### config.mk
export PLATFORM = sky130hd
export DESIGN_NAME = axioma_usart_tx
export DESIGN_NICKNAME = d
export VERILOG_FILES = /design/src/rtl/axioma_usart_pkg.sv /design/src/rtl/axioma_usart_baud_gen.sv /design/src/rtl/axioma_usart_tx.sv
export SDC_FILE = /design/constraint.sdc
export NUM_CORES = 1
export LEC_CHECK = 0
export BUFFER_PORTS_ARGS = -buffer_cell sky130_fd_sc_hd__buf_2
export CAP_MARGIN = 20
export CORE_MARGIN = 2
export CORE_UTILIZATION = 60
export CTS_CLUSTER_SIZE = 24
export DETAILED_ROUTE_END_ITERATION = 8
export HOLD_SLACK_MARGIN = 0.12
export MAX_ROUTING_LAYER = met4
export PLACE_DENSITY = 0.93
export SLEW_MARGIN = 20
export SYNTH_ARGS = -nofsm -noshare
export SYNTH_HDL_FRONTEND = slang
export SYNTH_HIERARCHICAL = 1
export SYNTH_SLANG_ARGS = --single-unit
export TNS_END_PERCENT = 10
### constraint.sdc
create_clock -name clk_ext -period 5.5 [get_ports clk_ext]
set_input_delay 0.55 -clock clk_ext [delete_from_list [all_inputs] [get_ports clk_ext]]
set_output_delay 0.55 -clock clk_ext [all_outputs]
set_load 0.01 [all_outputs]
### src/rtl/axioma_usart_pkg.sv
// Shared types and constants for the AxiomaCore-328 USART.
//   tx_state_e   : transmitter frame state encoding
//   frame_cfg_t  : frame format latched at frame start
//   data_bits()  : UCSZ0 field to number of data bits (5..8)
package axioma_usart_pkg;

  localparam int unsigned TICKS_NORMAL = 16;
  localparam int unsigned TICKS_U2X    = 8;
  localparam int unsigned TICK_CNT_W   = 4;
  localparam int unsigned BIT_IDX_W    = 4;

  localparam logic [1:0] UPM_NONE = 2'b00;
  localparam logic [1:0] UPM_EVEN = 2'b10;
  localparam logic [1:0] UPM_ODD  = 2'b11;

  typedef enum logic [2:0] {
    TX_IDLE,
    TX_START,
    TX_DATA,
    TX_PARITY,
    TX_STOP1,
    TX_STOP2
  } tx_state_e;

  typedef struct packed {
    logic       u2x;
    logic [1:0] ucsz;
    logic [1:0] upm;
    logic       usbs;
  } frame_cfg_t;

  // 00=5, 01=6, 10=7, 11=8 data bits
  function automatic logic [BIT_IDX_W-1:0] data_bits(input logic [1:0] ucsz);
    return BIT_IDX_W'(5) + BIT_IDX_W'(ucsz);
  endfunction

endpackage

### src/rtl/axioma_usart_baud_gen.sv
// Baud generator: prescaler divides clk by (ubrr+1) into ticks, tick counter
// groups 16 (or 8 with u2x) ticks into one bit. Shared with the receiver.
//   clk, rst_n : clock, async active-low reset
//   run        : count while high
//   clear      : restart a bit period, prescaler loaded from ubrr
//   ubrr, u2x  : divisor and double-speed select
//   bit_end_c  : high in the last clock of a bit period
module axioma_usart_baud_gen
  import axioma_usart_pkg::*;
#(
  parameter int unsigned UBRR_W = 12
) (
  input  logic              clk,
  input  logic              rst_n,
  input  logic              run,
  input  logic              clear,
  input  logic [UBRR_W-1:0] ubrr,
  input  logic              u2x,
  output logic              bit_end_c
);

  logic [UBRR_W-1:0]     presc_q;
  logic [TICK_CNT_W-1:0] tick_q;
  logic                  tick_c;
  logic [TICK_CNT_W-1:0] last_tick_c;

  assign tick_c      = (presc_q == '0);
  assign last_tick_c = u2x ? TICK_CNT_W'(TICKS_U2X - 1) : TICK_CNT_W'(TICKS_NORMAL - 1);
  assign bit_end_c   = run && tick_c && (tick_q == last_tick_c);

  // Prescaler counts down to 0 then reloads; tick counter wraps each bit
  always_ff @(posedge clk or negedge rst_n) begin
    if (!rst_n) begin
      presc_q <= '0;
      tick_q  <= '0;
    end else if (clear) begin
      presc_q <= ubrr;
      tick_q  <= '0;
    end else if (run) begin
      if (tick_c) begin
        presc_q <= ubrr;
        tick_q  <= (tick_q == last_tick_c) ? '0 : tick_q + TICK_CNT_W'(1);
      end else begin
        presc_q <= presc_q - UBRR_W'(1);
      end
    end
  end

endmodule

### src/rtl/axioma_usart_tx.sv
// USART transmitter: UDR0 holding buffer feeding a frame shift register.
//   clk_ext, reset_ext_n : clock, async active-low reset
//   txen                 : transmitter enable
//   ubrr, u2x            : baud divisor, double speed
//   ucsz, upm, usbs      : data bits, parity mode, stop bits
//   udr_wdata, udr_we    : UDR0 write
//   txc_clr              : clear transmit-complete flag
//   udre, txc, tx_busy   : status flags
//   uart_tx              : serial line, idle high
module axioma_usart_tx
  import axioma_usart_pkg::*;
#(
  parameter int unsigned UBRR_W = 12
) (
  input  logic              clk_ext,
  input  logic              reset_ext_n,
  input  logic              txen,
  input  logic [UBRR_W-1:0] ubrr,
  input  logic              u2x,
  input  logic [1:0]        ucsz,
  input  logic [1:0]        upm,
  input  logic              usbs,
  input  logic [7:0]        udr_wdata,
  input  logic              udr_we,
  input  logic              txc_clr,
  output logic              udre,
  output logic              txc,
  output logic              tx_busy,
  output logic              uart_tx
);

  tx_state_e              state_q, state_d;
  logic [7:0]             buf_q, buf_d;
  logic                   udre_q, udre_d;
  logic [7:0]             shift_q, shift_d;
  logic [BIT_IDX_W-1:0]   bit_idx_q, bit_idx_d;
  logic                   parity_q, parity_d;
  frame_cfg_t             cfg_q, cfg_d;
  logic [UBRR_W-1:0]      ubrr_q, ubrr_d;
  logic                   tx_q, tx_d;
  logic                   busy_q, busy_d;
  logic                   txc_q, txc_d;

  logic                   load_c;
  logic                   frame_end_c;
  logic                   bit_end_c;
  logic                   parity_en_c;
  logic [BIT_IDX_W-1:0]   last_idx_c;
  logic [UBRR_W-1:0]      baud_ubrr_c;

  assign parity_en_c = (cfg_q.upm == UPM_EVEN) || (cfg_q.upm == UPM_ODD);
  assign last_idx_c  = data_bits(cfg_q.ucsz) - BIT_IDX_W'(1);
  // The restart edge must see the divisor of the frame being started
  assign baud_ubrr_c = load_c ? ubrr : ubrr_q;

  axioma_usart_baud_gen #(
    .UBRR_W (UBRR_W)
  ) u_baud (
    .clk       (clk_ext),
    .rst_n     (reset_ext_n),
    .run       (busy_q),
    .clear     (load_c),
    .ubrr      (baud_ubrr_c),
    .u2x       (cfg_q.u2x),
    .bit_end_c (bit_end_c)
  );

  // State and output registers
  always_ff @(posedge clk_ext or negedge reset_ext_n) begin
    if (!reset_ext_n) begin
      state_q   <= TX_IDLE;
      buf_q     <= '0;
      udre_q    <= 1'b1;
      shift_q   <= '0;
      bit_idx_q <= '0;
      parity_q  <= 1'b0;
      cfg_q     <= '{u2x: 1'b0, ucsz: 2'b00, upm: UPM_NONE, usbs: 1'b0};
      ubrr_q    <= '0;
      tx_q      <= 1'b1;
      busy_q    <= 1'b0;
      txc_q     <= 1'b0;
    end else begin
      state_q   <= state_d;
      buf_q     <= buf_d;
      udre_q    <= udre_d;
      shift_q   <= shift_d;
      bit_idx_q <= bit_idx_d;
      parity_q  <= parity_d;
      cfg_q     <= cfg_d;
      ubrr_q    <= ubrr_d;
      tx_q      <= tx_d;
      busy_q    <= busy_d;
      txc_q     <= txc_d;
    end
  end

  // Next-state: buffer write, frame sequencing, frame load
  always_comb begin
    state_d     = state_q;
    buf_d       = buf_q;
    udre_d      = udre_q;
    shift_d     = shift_q;
    bit_idx_d   = bit_idx_q;
    parity_d    = parity_q;
    cfg_d       = cfg_q;
    ubrr_d      = ubrr_q;
    tx_d        = tx_q;
    busy_d      = busy_q;
    txc_d       = txc_q;
    load_c      = 1'b0;
    frame_end_c = 1'b0;

    if (txc_clr) txc_d = 1'b0;

    if (udr_we && udre_q) begin
      buf_d  = udr_wdata;
      udre_d = 1'b0;
    end

    unique case (state_q)
      TX_IDLE: begin
        if (txen && !udre_q) load_c = 1'b1;
      end
      TX_START: begin
        if (bit_end_c) begin
          state_d  = TX_DATA;
          tx_d     = shift_q[0];
          parity_d = parity_q ^ shift_q[0];
          shift_d  = {1'b0, shift_q[7:1]};
        end
      end
      TX_DATA: begin
        if (bit_end_c) begin
          if (bit_idx_q == last_idx_c) begin
            if (parity_en_c) begin
              state_d = TX_PARITY;
              tx_d    = parity_q ^ (cfg_q.upm == UPM_ODD);
            end else begin
              state_d = TX_STOP1;
              tx_d    = 1'b1;
            end
          end else begin
            bit_idx_d = bit_idx_q + BIT_IDX_W'(1);
            tx_d      = shift_q[0];
            parity_d  = parity_q ^ shift_q[0];
            shift_d   = {1'b0, shift_q[7:1]};
          end
        end
      end
      TX_PARITY: begin
        if (bit_end_c) begin
          state_d = TX_STOP1;
          tx_d    = 1'b1;
        end
      end
      TX_STOP1: begin
        if (bit_end_c) begin
          if (cfg_q.usbs) state_d = TX_STOP2;
          else            frame_end_c = 1'b1;
        end
      end
      TX_STOP2: begin
        if (bit_end_c) frame_end_c = 1'b1;
      end
      default: state_d = TX_IDLE;
    endcase

    // A pending byte is always drained back-to-back, even with txen dropped
    if (frame_end_c) begin
      if (!udre_q) begin
        load_c = 1'b1;
      end else begin
        state_d = TX_IDLE;
        busy_d  = 1'b0;
        tx_d    = 1'b1;
        txc_d   = 1'b1;
      end
    end

    if (load_c) begin
      state_d   = TX_START;
      shift_d   = buf_q;
      bit_idx_d = '0;
      parity_d  = 1'b0;
      cfg_d     = '{u2x: u2x, ucsz: ucsz, upm: upm, usbs: usbs};
      ubrr_d    = ubrr;
      udre_d    = 1'b1;
      tx_d      = 1'b0;
      busy_d    = 1'b1;
    end
  end

  assign udre    = udre_q;
  assign txc     = txc_q;
  assign tx_busy = busy_q;
  assign uart_tx = tx_q;

endmodule

Word level (Yosys, flattened, before mapping)
Cells that the tools add are included.
{"block": "word_totals", "output_inout_bits": 4, "ff_bits": 62, "word_cells": 116, "inputBits": 31}
{"block": "op_classes", "bitwise": 2, "mux": 59, "n_eq_ne": 13, "n_reduce_logical": 21, "addsub": 5}
{"operator": "$mux W12", "n": 4}
{"operator": "$mux W4", "n": 9}
{"operator": "$mux W8", "n": 4}
{"operator": "$mux W3", "n": 10}
{"operator": "$mux W1", "n": 27}
{"operator": "$pmux W8 S2", "n": 1}
{"operator": "$pmux W3 S5", "n": 1}
{"operator": "$reduce_bool A2 Y1", "n": 7}
{"operator": "$logic_not A12 Y1", "n": 1}
{"operator": "$sub A12 B1 Y12 const B", "n": 1}
{"operator": "$ne A3 B3 Y1 const B", "n": 3}
{"operator": "$add A4 B1 Y4 const B", "n": 2}
{"operator": "$eq A4 B4 Y1", "n": 2}
{"operator": "$eq A3 B2 Y1 const B", "n": 2}
{"operator": "$eq A3 B3 Y1 const B", "n": 2}
{"operator": "$add A3 B2 Y4 const A", "n": 1}
{"operator": "$eq A2 B2 Y1 const B", "n": 2}
{"operator": "$logic_and A1 B1 Y1", "n": 4}
{"operator": "$pmux W1 S2", "n": 2}
{"operator": "$reduce_and A2 Y1", "n": 2}
{"operator": "$reduce_and A4 Y1", "n": 1}
{"operator": "$sub A4 B1 Y4 const B", "n": 1}
{"operator": "$eq A3 B1 Y1 const B", "n": 1}
{"operator": "$logic_not A3 Y1", "n": 1}
{"operator": "8 further kinds", "n": 9}

Depth between registers and ports, before layout
{"block": "depth", "depth_word": 10, "mapped_depth": 16, "depth_no_buf": 14}

Modules after synthesis
Netlist, hierarchy kept.
{"module": "axioma_usart_tx", "area_each_um2": 2079.5, "seq_area_each_um2": 1153.6, "instances": 1, "cells_each": 197}
{"module": "axioma_usart_baud_gen", "area_each_um2": 1157.4, "seq_area_each_um2": 400.4, "instances": 1, "cells_each": 126}

Least setup slack after synthesis
OpenSTA, ideal clock, no wires.
{"block": "synth_timing", "kind": "reg2reg", "start": "register u_baud.presc_q[0]", "end": "register u_baud.presc_q[10]", "required_time_ps": 5374, "t_arrival_ps": 3116, "setup_slack_ps": 2258, "setup_ps": 126, "synth_period_minus_slack_ps": 3242, "stages_incl_launch_ff": 16, "cell_sequence": "dfrtp_1 inv_1 ha_1 nor4b_2 nand2_1 buf_6 nor3_1 and3b_1 nand2_2 o21a_4 inv_2 clkbuf_1 buf_6 nor2_1 and3_1 a221o_1"}
{"block": "synth_between", "elab_chain_len": 10}
{"item": "start: declaration", "line_no": "axioma_usart_baud_gen.sv:22", "text": "logic [UBRR_W-1:0] presc_q;"}
{"item": "start signal: assignment", "line_no": "axioma_usart_baud_gen.sv:37", "text": "presc_q <= ubrr;"}
{"item": "start signal: assignment", "line_no": "axioma_usart_baud_gen.sv:41", "text": "presc_q <= ubrr;"}
{"item": "start signal: assignment", "line_no": "axioma_usart_baud_gen.sv:44", "text": "presc_q <= presc_q - UBRR_W'(1);"}
{"item": "$logic_not A12 Y1 (*)", "line_no": "axioma_usart_baud_gen.sv:27", "text": "assign tick_c = (presc_q == '0);"}
{"item": "$logic_and A1 B1 Y1 (*) (2 in series)", "line_no": "axioma_usart_baud_gen.sv:29", "text": "assign bit_end_c = run && tick_c && (tick_q == last_tick_c);"}
{"item": "named net bit_end_c", "line_no": "axioma_usart_tx.sv:46", "text": "logic bit_end_c;"}
{"item": "$mux W1, on equally long branches", "line_no": "axioma_usart_tx.sv:163, axioma_usart_tx.sv:157"}
{"item": "$pmux W1 S2 (*)", "line_no": "axioma_usart_tx.sv:120", "text": "unique case (state_q)"}
{"item": "$mux W1 (*)", "line_no": "axioma_usart_tx.sv:169", "text": "if (frame_end_c) begin"}
{"item": "$mux W12"}
{"item": "$mux W12", "line_no": "axioma_usart_baud_gen.sv:40", "text": "if (tick_c) begin"}
{"item": "$mux W12", "line_no": "axioma_usart_baud_gen.sv:39", "text": "end else if (run) begin"}
{"item": "$mux W12", "line_no": "axioma_usart_baud_gen.sv:36", "text": "end else if (clear) begin"}
The timed path passes the listed nets; every way through them passes the cells marked *. The select of a mux whose other input is x is not followed.
A chain may end at the register's enable or synchronous reset.

Worst setup path in the final report
{"block": "layout_timing", "start": "register u_baud.presc_q[0]", "end": "register u_baud.presc_q[3]"}
Same word-level chain as after synthesis.

==> impl_summary.log <==
INFO  metric result_of_the_run = completed
INFO  metric boundary_pin_count = 35
INFO  metric syn_inst = 323
INFO  metric post_route_cells_drive_above_1_share = 0.2507
INFO  metric grtUsageTotal = 0.2802
INFO  metric slowest_stage_cell_on_the_critical_path = nor3_1
INFO  metric final_standard_cell_area_without_fillers = 3633 um2
INFO  metric vdd_drop_max = 0.2722 mV
INFO  metric synth_fp_nets = 358
INFO  metric wire_per_inst = 17.33 um
INFO  metric critical_path.reg2reg.startpoint = u_baud/presc_q[0]$_DFFE_PN0P_
INFO  metric post_synth_num_cell_types = 62
INFO  metric portion_of_synthesized_cell_area_occupied_by_the_leading_cell_type = 0.4639
INFO  metric detailroute.via_count = 2,646
INFO  metric drc = 0
INFO  metric globalRoute.totalOverflow = 0
INFO  metric timing_worst_setup_path_type = reg2reg
INFO  metric cts_setup_buffers = 0
INFO  metric clock-root-buffer = clkbuf_8
INFO  metric wirelength = around 7500 um
INFO  metric initial_utilization = 0.6258
INFO  metric port_buffers = 34
INFO  metric setup.worst_path.start_class = flip-flop
INFO  metric path_clk_slew = 70 ps
INFO  metric cts.htree.levels = 3
INFO  metric setup_skew_after_layout = 9.766 ps
INFO  metric post-synth-top-area-cell = dfrtp_1
INFO  metric async_flop_share = 1.000
INFO  metric clk_path_buf_depth = 2
INFO  metric wire_length_of_the_first_global_routing_pass = 12,660 um
INFO  metric cp_data_required_time = just under 6000 ps
INFO  metric areaGrowthSynthToFinish = 12.25%
INFO  metric detailedRoute.firstIterationViolations = approximately 330
INFO  metric cells_resized_by_post_cts_repair = 0
INFO  metric grt_start_max_net_pins = 63
INFO  metric fin_tns_setup = 0 ps
INFO  metric fp.dieH = 77.45 um
INFO  metric cp_cell_sequence = inv_1 -> ha_1 -> nor4b_2 -> nand2_1 -> nor3_1 -> and3b_1 -> nand2_2 -> o21a_4 -> inv_2 -> inv_1 -> o21ai_0 -> a22o_1
INFO  metric holdCritPathClass = in2async
INFO  metric rsz0062_at_grt = false
INFO  metric hold_viol = 0
INFO  metric dr.max_layer_used = met4
INFO  metric die_area = between 5000 and 6000 um2
INFO  metric multiInputGateArea = roughly 1500 um2
INFO  metric max_freq = ~250 MHz
INFO  metric drt-met1-wl = approximately 3100 um
INFO  metric routabilityCongestion = slightly below 1
INFO  metric postSynth.topFlopCell = dfrtp_1
INFO  metric synth_edf_count = 0
INFO  metric route.met3.wl = 525 um
INFO  metric timing.critical_path.mode_cell = inv_1
INFO  metric antenna-diode-count = 0
INFO  metric post_dp_cell_area = 3420 um2
INFO  metric postSynthAreaPerCell = 10.02 um2
INFO  metric ffs_latches_synth = between 60 and 70
INFO  metric layout_common_cells = 71 x nand2_1, 60 x dfrtp_1, 34 x buf_2
INFO  metric final_max_slew_viol_count = 0
INFO  metric total_leakage_power = 1.732 nW
INFO  metric timing.critical_path.from = u_baud/presc_q[0]$_DFFE_PN0P_
INFO  metric clkSinkCount = 62
INFO  metric mapped_area = 3237 um2
INFO  metric period_needed = 3998 ps
INFO  metric dr.pass1.iters = 6
INFO  metric number_of_antenna_violations_at_the_first_check_in_global_routing = 0
INFO  metric fin_nets = 393
INFO  metric nFillCells = 351
INFO  metric cap_violations = 0
INFO  metric clk_latency = 350 ps
INFO  metric avgViaCountPerCell = 6.111
INFO  metric post-route-period-util = 0.7268
INFO  metric area.sequential = 1554 um2
INFO  metric cts_made_buffers = 9
INFO  metric timing.critical_path.fanout_max = 30
INFO  metric ant_nets = 0
INFO  metric worst_pin_slew = 735.0 ps
INFO  metric end_kind = flip-flop
INFO  metric number_of_global_route_vias_before_repair = roughly 2,600
INFO  metric die_x = 77.45 um
INFO  metric met2_wirelength = around 3700 um
INFO  metric synth.area.top_cells = dfrtp_1 46%, nand2_1 8.2%, mux2_2 5.2%
INFO  metric placement_rows = 26
INFO  metric power-per-cell-area = 350.5 nW/um2
INFO  metric setup_violations = 0
INFO  metric most_common_cell_after_layout_fill_and_taps_aside = nand2_1
INFO  metric holdBufCountCts = 0
INFO  metric timing.critical_path.slowest_cell_delay = 570 ps
INFO  metric synth-warning-count = 6
INFO  metric ys_seq_area_frac = 0.4801
INFO  metric post_dp_hpwl = 5033 um
INFO  metric worstPathArrival = between 4000 and 5000 ps
INFO  metric maxSlewHeadroom = 0.5100
INFO  metric clock_tree_from_tritoncts = yes
INFO  metric core = 5172 um2
[routing by layer]
metal | vias to the layer above | track usage
li1 | 1212 | -
met1 | 1260 | 0.3490
met2 | 149 | 0.4365
met3 | 25 | 0.07209
met4 | 0 | 0.1196
met5 | - | -
[per-stage QoR]
step                  util  power (mW)  instances  hold WS (ps)  worst slack (ps)
floorplan                -      0.7512        323         254.4              2258
global placement    0.6611      0.8207        417         444.1              1853
detailed placement  0.6611      0.8300        417         458.6              1656
CTS                 0.7025       1.268        433         375.2              1608
global route        0.7025       1.331        433         379.4              1322
finish              0.7025       1.274        433         351.7              1502
[state kept, by name, summed over array words and instances, names as in the netlist, 3 cells and up]
signal          cells
u_baud/presc_q     12
ubrr_q             12
buf_q               8
shift_q             8
cfg_q               6
bit_idx_q           4
u_baud/tick_q       4
state_q             3
[synthesized netlist by cell type (4+ instances only)]
library cell	count
nand3_1	6
buf_6	4
o21ai_0	14
nor3_1	6
ha_1	4
mux2_2	15
clkbuf_1	5
nand2_1	71
xor2_1	5
nor2b_1	4
mux2_4	5
nor2_1	16
mux2i_1	4
inv_1	12
a21oi_1	12
o211ai_1	4
nand4_1	4
dfrtp_1	60
[layout make-up]
class,instances,share of cell area
flip-flops and latches,62,0.4277
well taps,70,0.02410
multi-input cells,236,0.4249
repair buffers,36,0.05096
clock inverters,6,0.02376
clock buffers,10,0.03512
inverters,13,0.01343
[path summary, 6_finish.rpt]
kind | to | slack, ps | depth (start not counted)
max | u_baud/presc_q[3]$_DFFE_PN0P_ | 1500 | 12
min | buf_q[0]$_DFFE_PN0P_ | 350 | 2
max reg2reg | u_baud/presc_q[3]$_DFFE_PN0P_ | 1500 | 12
min reg2reg | ubrr_q[5]$_DFF_PN0_ | 470 | 2
max in group asynchronous | cfg_q[3]$_DFFE_PN0N_ | 4670 | 2
min in group clk_ext | udre$_DFFE_PN1P_ | 380 | 2
[where the power goes]
group	switching (mW)	internal (mW)	leakage, nW
Combinational	0.126	0.104	0.868
Clock	0.185	0.254	0.106
Sequential	0.0926	0.512	0.758
[critical path: cells and delay by family, from the launching register on]
family          cells  cell delay (ps)
simple gates        5             1550
compound gates      3              880
buf+inv             3              850
flops               1              440
fa+ha+maj           1              200
[logic make-up after synthesis]
family                   share of synthesized area
AND/OR/NAND/NOR                             0.2242
flip-flops                                  0.4801
AO/OA/AOI/OAI                               0.1307
buffers and inverters                      0.04290
multiplexers                               0.08775
XOR/XNOR                                   0.01894
adder cells (fa/ha/maj)                    0.01546
No activity file was read; power rests on OpenSTA's default activity.
